**src/rtl/uart_tx_arbiter.sv**
```systemverilog
// ---------------------------------------------------------------------------
// uart_tx_arbiter
//
// Packet-level round-robin arbiter that shares the UART TX byte input among
// NUM_REQ on-chip requesters. A requester owns the TX path for a whole packet
// (terminated by its last flag), so bytes from different sources never
// interleave. An inactivity timeout releases a grant whose owner has stalled.
//
// Handshake (both sides): a byte moves on a cycle where valid and ready are
// both high. Valid is not allowed to depend on ready. While a grant is held,
// the data/valid/ready path is purely combinational with no buffering:
// tx_d_o/tx_d_valid_o come from the granted requester and its ready bit is
// tx_d_ready_i.
//
// Ports:
//   clk, rst        system clock, synchronous active-high reset
//   req_valid_i     per-requester byte valid
//   req_data_i      per-requester byte, requester k at [k*DATA_W +: DATA_W]
//   req_last_i      per-requester last-byte-of-packet flag (qualified by valid)
//   req_ready_o     per-requester byte accepted this cycle
//   req_mask_i      1 = requester eligible for new grants
//   tx_d_o          byte to UART TX path
//   tx_d_valid_o    byte valid to UART TX path
//   tx_d_ready_i    UART TX path can accept
//   grant_o         one-hot current grant, zero when idle
//   src_id_o        binary index of the granted requester, 0 when idle
//   busy_o          high while a grant is held (mirrors the LOCK state)
//   timeout_o       one-cycle pulse when a grant is released by timeout
// ---------------------------------------------------------------------------
module uart_tx_arbiter #(
  parameter int NUM_REQ = 4,
  parameter int DATA_W  = 8,
  parameter int TIMEOUT = 1024
) (
  input  logic                         clk,
  input  logic                         rst,
  input  logic [NUM_REQ-1:0]           req_valid_i,
  input  logic [NUM_REQ*DATA_W-1:0]    req_data_i,
  input  logic [NUM_REQ-1:0]           req_last_i,
  output logic [NUM_REQ-1:0]           req_ready_o,
  input  logic [NUM_REQ-1:0]           req_mask_i,
  output logic [DATA_W-1:0]            tx_d_o,
  output logic                         tx_d_valid_o,
  input  logic                         tx_d_ready_i,
  output logic [NUM_REQ-1:0]           grant_o,
  output logic [$clog2(NUM_REQ)-1:0]   src_id_o,
  output logic                         busy_o,
  output logic                         timeout_o
);

  localparam int IDW = $clog2(NUM_REQ);
  localparam int CW  = $clog2(TIMEOUT);
  localparam logic [CW-1:0] CNT_MAX = CW'(TIMEOUT - 1);

  typedef enum logic [0:0] {
    IDLE = 1'b0,
    LOCK = 1'b1
  } state_t;

  state_t           state_q, state_d;
  logic [IDW-1:0]   src_q, src_d;
  logic [IDW-1:0]   ptr_q, ptr_d;
  logic [CW-1:0]    cnt_q, cnt_d;

  logic [NUM_REQ-1:0] eligible;
  logic               found;
  logic [IDW-1:0]     pick;
  logic [IDW-1:0]     cand_idx;
  int                 cand;
  logic               xfer;

  always_ff @(posedge clk) begin
    if (rst) begin
      state_q <= IDLE;
      src_q   <= '0;
      // Pointer at the last requester so requester 0 is searched first.
      ptr_q   <= IDW'(NUM_REQ - 1);
      cnt_q   <= '0;
    end else begin
      state_q <= state_d;
      src_q   <= src_d;
      ptr_q   <= ptr_d;
      cnt_q   <= cnt_d;
    end
  end

  always_comb begin
    state_d      = state_q;
    src_d        = src_q;
    ptr_d        = ptr_q;
    cnt_d        = cnt_q;
    tx_d_o       = '0;
    tx_d_valid_o = 1'b0;
    req_ready_o  = '0;
    timeout_o    = 1'b0;
    xfer         = 1'b0;
    found        = 1'b0;
    pick         = '0;
    cand         = 0;
    cand_idx     = '0;

    // Round-robin search starting one past the last served requester.
    eligible = req_valid_i & req_mask_i;
    for (int i = 0; i < NUM_REQ; i++) begin
      cand     = (int'(ptr_q) + i + 1) % NUM_REQ;
      cand_idx = IDW'(cand);
      if (!found && eligible[cand_idx]) begin
        found = 1'b1;
        pick  = cand_idx;
      end
    end

    case (state_q)
      IDLE: begin
        if (found) begin
          state_d = LOCK;
          src_d   = pick;
          cnt_d   = '0;
        end
      end

      LOCK: begin
        tx_d_o              = req_data_i[int'(src_q)*DATA_W +: DATA_W];
        tx_d_valid_o        = req_valid_i[src_q];
        req_ready_o[src_q]  = tx_d_ready_i;
        xfer                = req_valid_i[src_q] & tx_d_ready_i;

        if (xfer) begin
          // A transfer always restarts the inactivity window, even on the
          // cycle the counter would otherwise have expired.
          cnt_d = '0;
          if (req_last_i[src_q]) begin
            state_d = IDLE;
            ptr_d   = src_q;
            src_d   = '0;
          end
        end else if (cnt_q == CNT_MAX) begin
          timeout_o = 1'b1;
          state_d   = IDLE;
          ptr_d     = src_q;
          src_d     = '0;
          cnt_d     = '0;
        end else begin
          cnt_d = cnt_q + 1'b1;
        end
      end

      default: begin
        state_d = IDLE;
      end
    endcase

    // Nothing is accepted or signalled while reset is being applied.
    if (rst) begin
      req_ready_o  = '0;
      tx_d_valid_o = 1'b0;
      timeout_o    = 1'b0;
    end
  end

  assign busy_o   = (state_q == LOCK);
  assign src_id_o = src_q;
  assign grant_o  = busy_o ? ({{(NUM_REQ-1){1'b0}}, 1'b1} << src_q) : '0;

endmodule

```
**config.mk**
```make
export PLATFORM = sky130hd
export DESIGN_NAME = uart_tx_arbiter
export DESIGN_NICKNAME = d
export VERILOG_FILES = /design/src/rtl/uart_tx_arbiter.sv
export SDC_FILE = /design/constraint.sdc
export NUM_CORES = 1
export LEC_CHECK = 0
export ABC_AREA = 1
export CORE_ASPECT_RATIO = 2
export CORE_MARGIN = 2
export CORE_UTILIZATION = 41
export DETAILED_ROUTE_END_ITERATION = 8
export GPL_ROUTABILITY_DRIVEN = 0
export PLACE_DENSITY = 0.81
export SLEW_MARGIN = 20
export SYNTH_ARGS = -nofsm -noshare
export SYNTH_HDL_FRONTEND = slang
export SYNTH_SLANG_ARGS = --single-unit
```
**constraint.sdc**
```tcl
create_clock -name clk -period 2 [get_ports clk]
set_clock_uncertainty 0.05 [all_clocks]
set_input_delay 0.5 -clock clk [delete_from_list [all_inputs] [get_ports clk]]
set_output_delay 0.5 -clock clk [all_outputs]
set_load 0.01 [all_outputs]
```
# Word level (Yosys, flattened, before mapping)
# Cells that the tools add are included.
[classes]
add_sub_neg = 7
eq_ne = 5
shifts = 2
n_mux = 49
magnitude_cmp = 6
n_reduce_logical = 10
n_bitwise = 4
[op_table]
columns = ["cell", "n"]
rows = [
  ["variable part select 32 x 6 -> 8 bit", 1],
  ["2-to-1 mux 10 bit", 3],
  ["2-to-1 mux 2 bit", 11],
  ["2-to-1 mux 1 bit", 21],
  ["one-hot mux 10 bit (2 select lines)", 1],
  ["less-than comparator 2 x 3 -> 1 bit, second input constant", 5],
  ["binary-select mux 1 bit (select 2 bit)", 6],
  ["2-to-1 mux 4 bit", 3],
  ["adder 10 x 1 -> 10 bit, second input constant", 1],
  ["equality test 10 bit, second input constant", 1],
  ["adder 2 x 1 -> 2 bit, second input constant", 4],
  ["bitwise AND 4 bit", 2],
  ["2-to-1 mux 8 bit", 1],
  ["AND reduction 3 bit", 2],
  ["adder 2 bit, second input constant", 2],
  ["logical AND 1 bit", 4],
  ["one-hot mux 2 bit (2 select lines)", 1],
  ["<< shifter 1 x 2 -> 4 bit, first input constant", 1],
  ["logical NOT 1 bit", 3],
  ["!= test 3 x 1 -> 1 bit, second input constant", 1],
  ["!= test 3 x 2 -> 1 bit, second input constant", 1],
  ["demux 1 bit (select 2 bit)", 1],
  ["greater-or-equal comparator 2 x 1 -> 1 bit, second input constant", 1],
  ["!= test 2 x 1 -> 1 bit, second input constant", 1],
  ["other kinds (5)", 5],
]
[totals]
inputBits = 47
word_cells = 87
out_inout_bits = 21
ff_bits = 15

# Logic depth before layout (Yosys ltp)
# Gate-level depths: netlist of run 1.
[logic_depth]
ltp_word = 15
ltp_mapped = 11
ltp_nobuf = 11

# Least setup slack after synthesis of run 1
# No wires, ideal clock.
[synth_path]
kind = "reg-to-output"
startpoint = "register src_q[0], in the netlist src_id_o[0]"
endpoint = "output timeout_o"
t_arrival_ns = 1.200
setup_slack_ns = 0.250
n_path_buf = 0
t_required_ns = 1.450
path_stages_with_launch = 9
cell_sequence = "dfxtp_1 inv_2 nand2_2 inv_2 nand2_2 nand3_4 nand2_4 nand3_1 nor2_1"
[synth_between]
elab_chain_cells = 6
[synth_rtl]
columns = ["item", "line_no", "text"]
rows = [
  ["from (decl)", "61", "logic [IDW-1:0] src_q, src_d;"],
  ["from (signal assigned)", "81", "src_q <= src_d;"],
  ["binary-select mux 1 bit (select 2 bit)", "126", "xfer = req_valid_i[src_q] & tx_d_ready_i;"],
  ["2-to-1 mux 1 bit (implied by the code)", "126", ""],
  ["bitwise AND 1 bit", "126", ""],
  ["2-to-1 mux 1 bit", "128", "if (xfer) begin"],
  ["2-to-1 mux 1 bit", "113", "case (state_q)"],
  ["2-to-1 mux 1 bit", "154", "if (rst) begin"],
  ["to (decl)", "48", "output logic timeout_o"],
]
# No other way between the ends. The select of a mux whose other input is x is not followed.

# Worst setup path after layout of run 1
[layout_path]
startpoint = "register src_q[0], in the netlist src_id_o[0]"
endpoint = "output tx_d_o[1]"
[layout_between]
elab_chain_cells = 2
[layout_rtl]
columns = ["item", "line_no", "text"]
rows = [
  ["variable part select 32 x 6 -> 8 bit", "123", "tx_d_o = req_data_i[int'(src_q)*DATA_W +: DATA_W];"],
  ["2-to-1 mux 8 bit", "113", ""],
  ["to (decl)", "42", "output logic [DATA_W-1:0] tx_d_o,"],
]
# No other way between the ends.

==> key figures, run 1 <==
Clock tree
  – Htree depth: 1
  – CTS Hold Bufs: 0
  – Clock tree buffer depth: 2
  – Clock root buffer: clkbuf_8
  – CTS tree: done
  – CTS clk-pin slew, worst paths: roughly 0.060 ns
  – CTS Buf Count: 3
  – Clk_lat worst skew: 0.26 ns
  – Num Clock Sinks: 15

Synth
  – Share of flip-flops with an asynchronous set or reset: 0%
  – Synth Register Bits: 15
  – Synth unique cells: 31
  – Multiplexer area fraction after synthesis: 0%
  – Mapped Nets: about 280
  – Sequential share of the synthesized area: approximately 22%
  – Post-Synth Adder-Cell Area: 0.9107%
  – Syn avg cell area: 6.052 sq um
  – Simple-Gate Fraction of Synth Area: roughly 47%
  – Main combinational cell family by area after synthesis: simple AND/OR/NAND/NOR gates
  – Compound-cell area share of the yosys netlist: between 20% and 30%
  – Synth Cell Area: around 1400 sq um
  – Top FF cell, synth: dfxtp_1
  – EDFF count, synth: 0
  – Yosys warns: 0
  – Xor/xnor share of the synthesized area: between 2 and 3%
  – Synth Instances: 227

GRT
  – All-layer global routing usage: a little over a quarter
  – Gr ovfl total: 0
  – First-pass GRT wire length: roughly 8.0 mm
  – Largest net degree at the start of global routing: 17
  – Vias in the first global route: around 1900
  – Initial antenna violation count: 0

Critical path
  – Crit path buf inv count: 4
  – Critical-path top delay cell: dfxtp_2
  – Crit path DAT: 1.41 ns
  – CP top delay family: buffers and inverters
  – Startpoint class of the critical path: flop
  – Kind of critical path: reg -> out
  – CP Cell Sequence: buf_4, nor2_4, buf_6, buf_4, a22oi_2, a21oi_1, buf_2
  – Crit-path max cell delay: between 0.3 and 0.4 ns
  – Critical path's most frequent cell: buf_4
  – CP endpoint kind: output pin
  – Critical Path RT: 1.45 ns
  – Largest fanout on the critical path: 5

Power
  – Power Internal: roughly 1.1 mW
  – Peak supply drop: 0.0005455 V
  – Switch share: 41.90%
  – Psw: between 0.7 and 0.8 mW
  – Sequential Power Share: about a fifth
  – Power Total: roughly 1.9 mW
  – Power per cell area: 776.8 nW/um^2
  – Leakage: roughly 1.1 nW
  – Logic pwr share: between 60% and 70%
  – Clock power frac: between 10% and 20%

Timing
  – Final setup vio count: 0
  – Slew Limit Fails: 0
  – Fin. Hold Viols: 0
  – Hold Slack: 0.4578 ns
  – Max Clk Rate: ~0.51 GHz
  – Tcrit/Tclk final: between 90 and 100%
  – Least-Margin Pin Slew: around 0.24 ns
  – Slew margin rel.: about 84%
  – Crit path time final: 1.956 ns
  – RSZ-0062 raised after global routing: true

Worst hold path
  – Hold WC Path Type: reg -> reg

Floorplanning
  – Core ar.: 3193 sq um
  – Initial cell density of the core: between 40 and 50%
  – Cell Rows: 29
  – Die area: ~3900 sq um
  – IO Pins: between 60 and 70
  – Chip Height: around 86 um
  – Die W: ~45 um

Flow run
  – Max cap viols: 0

Routing
  – DRC errors left: 0
  – Drt first pass iters: 4
  – ANT nets after route: 0
  – Number of vias after detailed routing: roughly 2000
  – Detailed router's first-iteration violation count: 55
  – DR vias/cell: 5.405
  – WL per Instance: between 10 and 15 um
  – Final wirelength: about 5.2 mm

Finish
  – Most common cell after layout, fill and taps aside: nand2_1
  – Most frequent cells in the layout: nand2_1, clkdlybuf4s50_1, buf_4
  – Filler Cells Inserted: around 270
  – # diodes: 0
  – Share of post-route cells with drive strength above 1: ~28%
  – Nets: around 380
  – Layout area overhead: 76.23%

Placement
  – HPWL after detailed placement: approximately 4.0 mm
  – IO buf count: 67

Run status
  – Outcome: completed
-- metal layers --
metal  GRT usage [%]  part of all wire (%)  vias to the layer above  routed length, um
met4           13.37                   3.0                        0                155
met3           2.737                   3.7                       19                194
met5               0                     0                        -                  0
met1           27.85                    36                      892               1872
met2           49.74                    57                       66               2973
li1                -                     -                      985                  -
-- per-stage QoR --
step           cell area (sq um)  TNS (ns)  setup WS, ns  cells  utilization (%)
6_report                    2421         0       0.04447    363            75.82
5_1_grt                     2421  -0.04578      -0.01881    363            75.82
4_1_cts                     2377   -0.3042       -0.1119    364            74.45
3_5_place_dp                2344    -7.521       -0.5711    355            73.39
3_3_place_gp                2344    -6.792       -0.5684    355            73.39
2_1_floorplan               1374         0        0.2497    227                -
-- what timing repair did --
item | 4_1_cts | 5_1_grt
setup buffers | 4 | 0
pin swaps | 2 | 6
cloned | 1 | 0
resized for setup | 68 | 21
setup endpoints to repair | 18 | 28
-- final cells by class --
type | count | area [sq um] | share of cell area, %
timing repair buffer | 107 | 940.9 | 38.86
clock buffer | 4 | 45.04 | 1.860
inverter | 17 | 63.81 | 2.636
multi-input combinational | 189 | 1027 | 42.43
sequential | 15 | 305.3 | 12.61
tap | 31 | 38.79 | 1.602
-- cell usage after synthesis, types with 4 or more instances --
| cell type | n | area (sq um) |
|---|---|---|
| nand2_1 | 69 | 259.0 |
| nand3_1 | 22 | 110.1 |
| a21oi_1 | 20 | 100.1 |
| nor2_1 | 17 | 63.81 |
| a22oi_1 | 16 | 120.1 |
| dfxtp_1 | 15 | 300.3 |
| inv_1 | 12 | 45.04 |
| nand2_2 | 8 | 50.05 |
| nor3_1 | 7 | 35.03 |
| inv_2 | 4 | 15.01 |
| nor2_2 | 4 | 25.02 |
| xor2_1 | 4 | 35.03 |
-- worst min-delay path, stage by stage (launching register included) --
cell and delay, ns:
dfxtp_1 0.33, nand2_1 0.09, a21oi_2 0.05
-- cells by family after synthesis --
kind of cell / Yosys count
buf+inv: 23
fa+ha+maj: 1
compound gates: 45
xor+xnor: 4
flops: 15
simple gates: 139
-- path summary, 6_finish.rpt --
path	from	endpoint	slack, ns	depth (start not counted)
max reg2reg	ptr_q[0]	cnt_q[0]	0.42	9
max	src_id_o[0]	tx_d_o[1]	0.04	7
min	cnt_q[8]	cnt_q[8]	0.46	2
min reg2reg	cnt_q[8]	cnt_q[8]	0.46	2
-- sequential cells by signal, indices dropped and copies added (netlist names) --
register  count
busy_o        1
cnt_q        10
src_id_o      2
ptr_q         2
-- power by group through the flow --
stage                     clock network [mW]  registers (mW)  logic, mW
after floorplan                            0           0.376      0.591
after global placement                     0           0.364       1.18
after detailed placement                   0           0.365       1.19
after CTS                              0.260           0.361       1.23
after global routing                   0.270           0.369       1.38
final                                  0.254           0.363       1.26
Power figures use the tool's default switching activity.
==> run 2, diff against run 1 <==
Settings changed: SLEW_MARGIN 20 to not set.
==> results of run 2 <==
No change in the layout: final DEF, timing and power equal those of run 1.
==> run 3, diff against run 2 <==
Settings changed: SLEW_MARGIN set to 20.
==> results of run 3 <==
No change in the layout: final DEF, timing and power equal those of run 1.
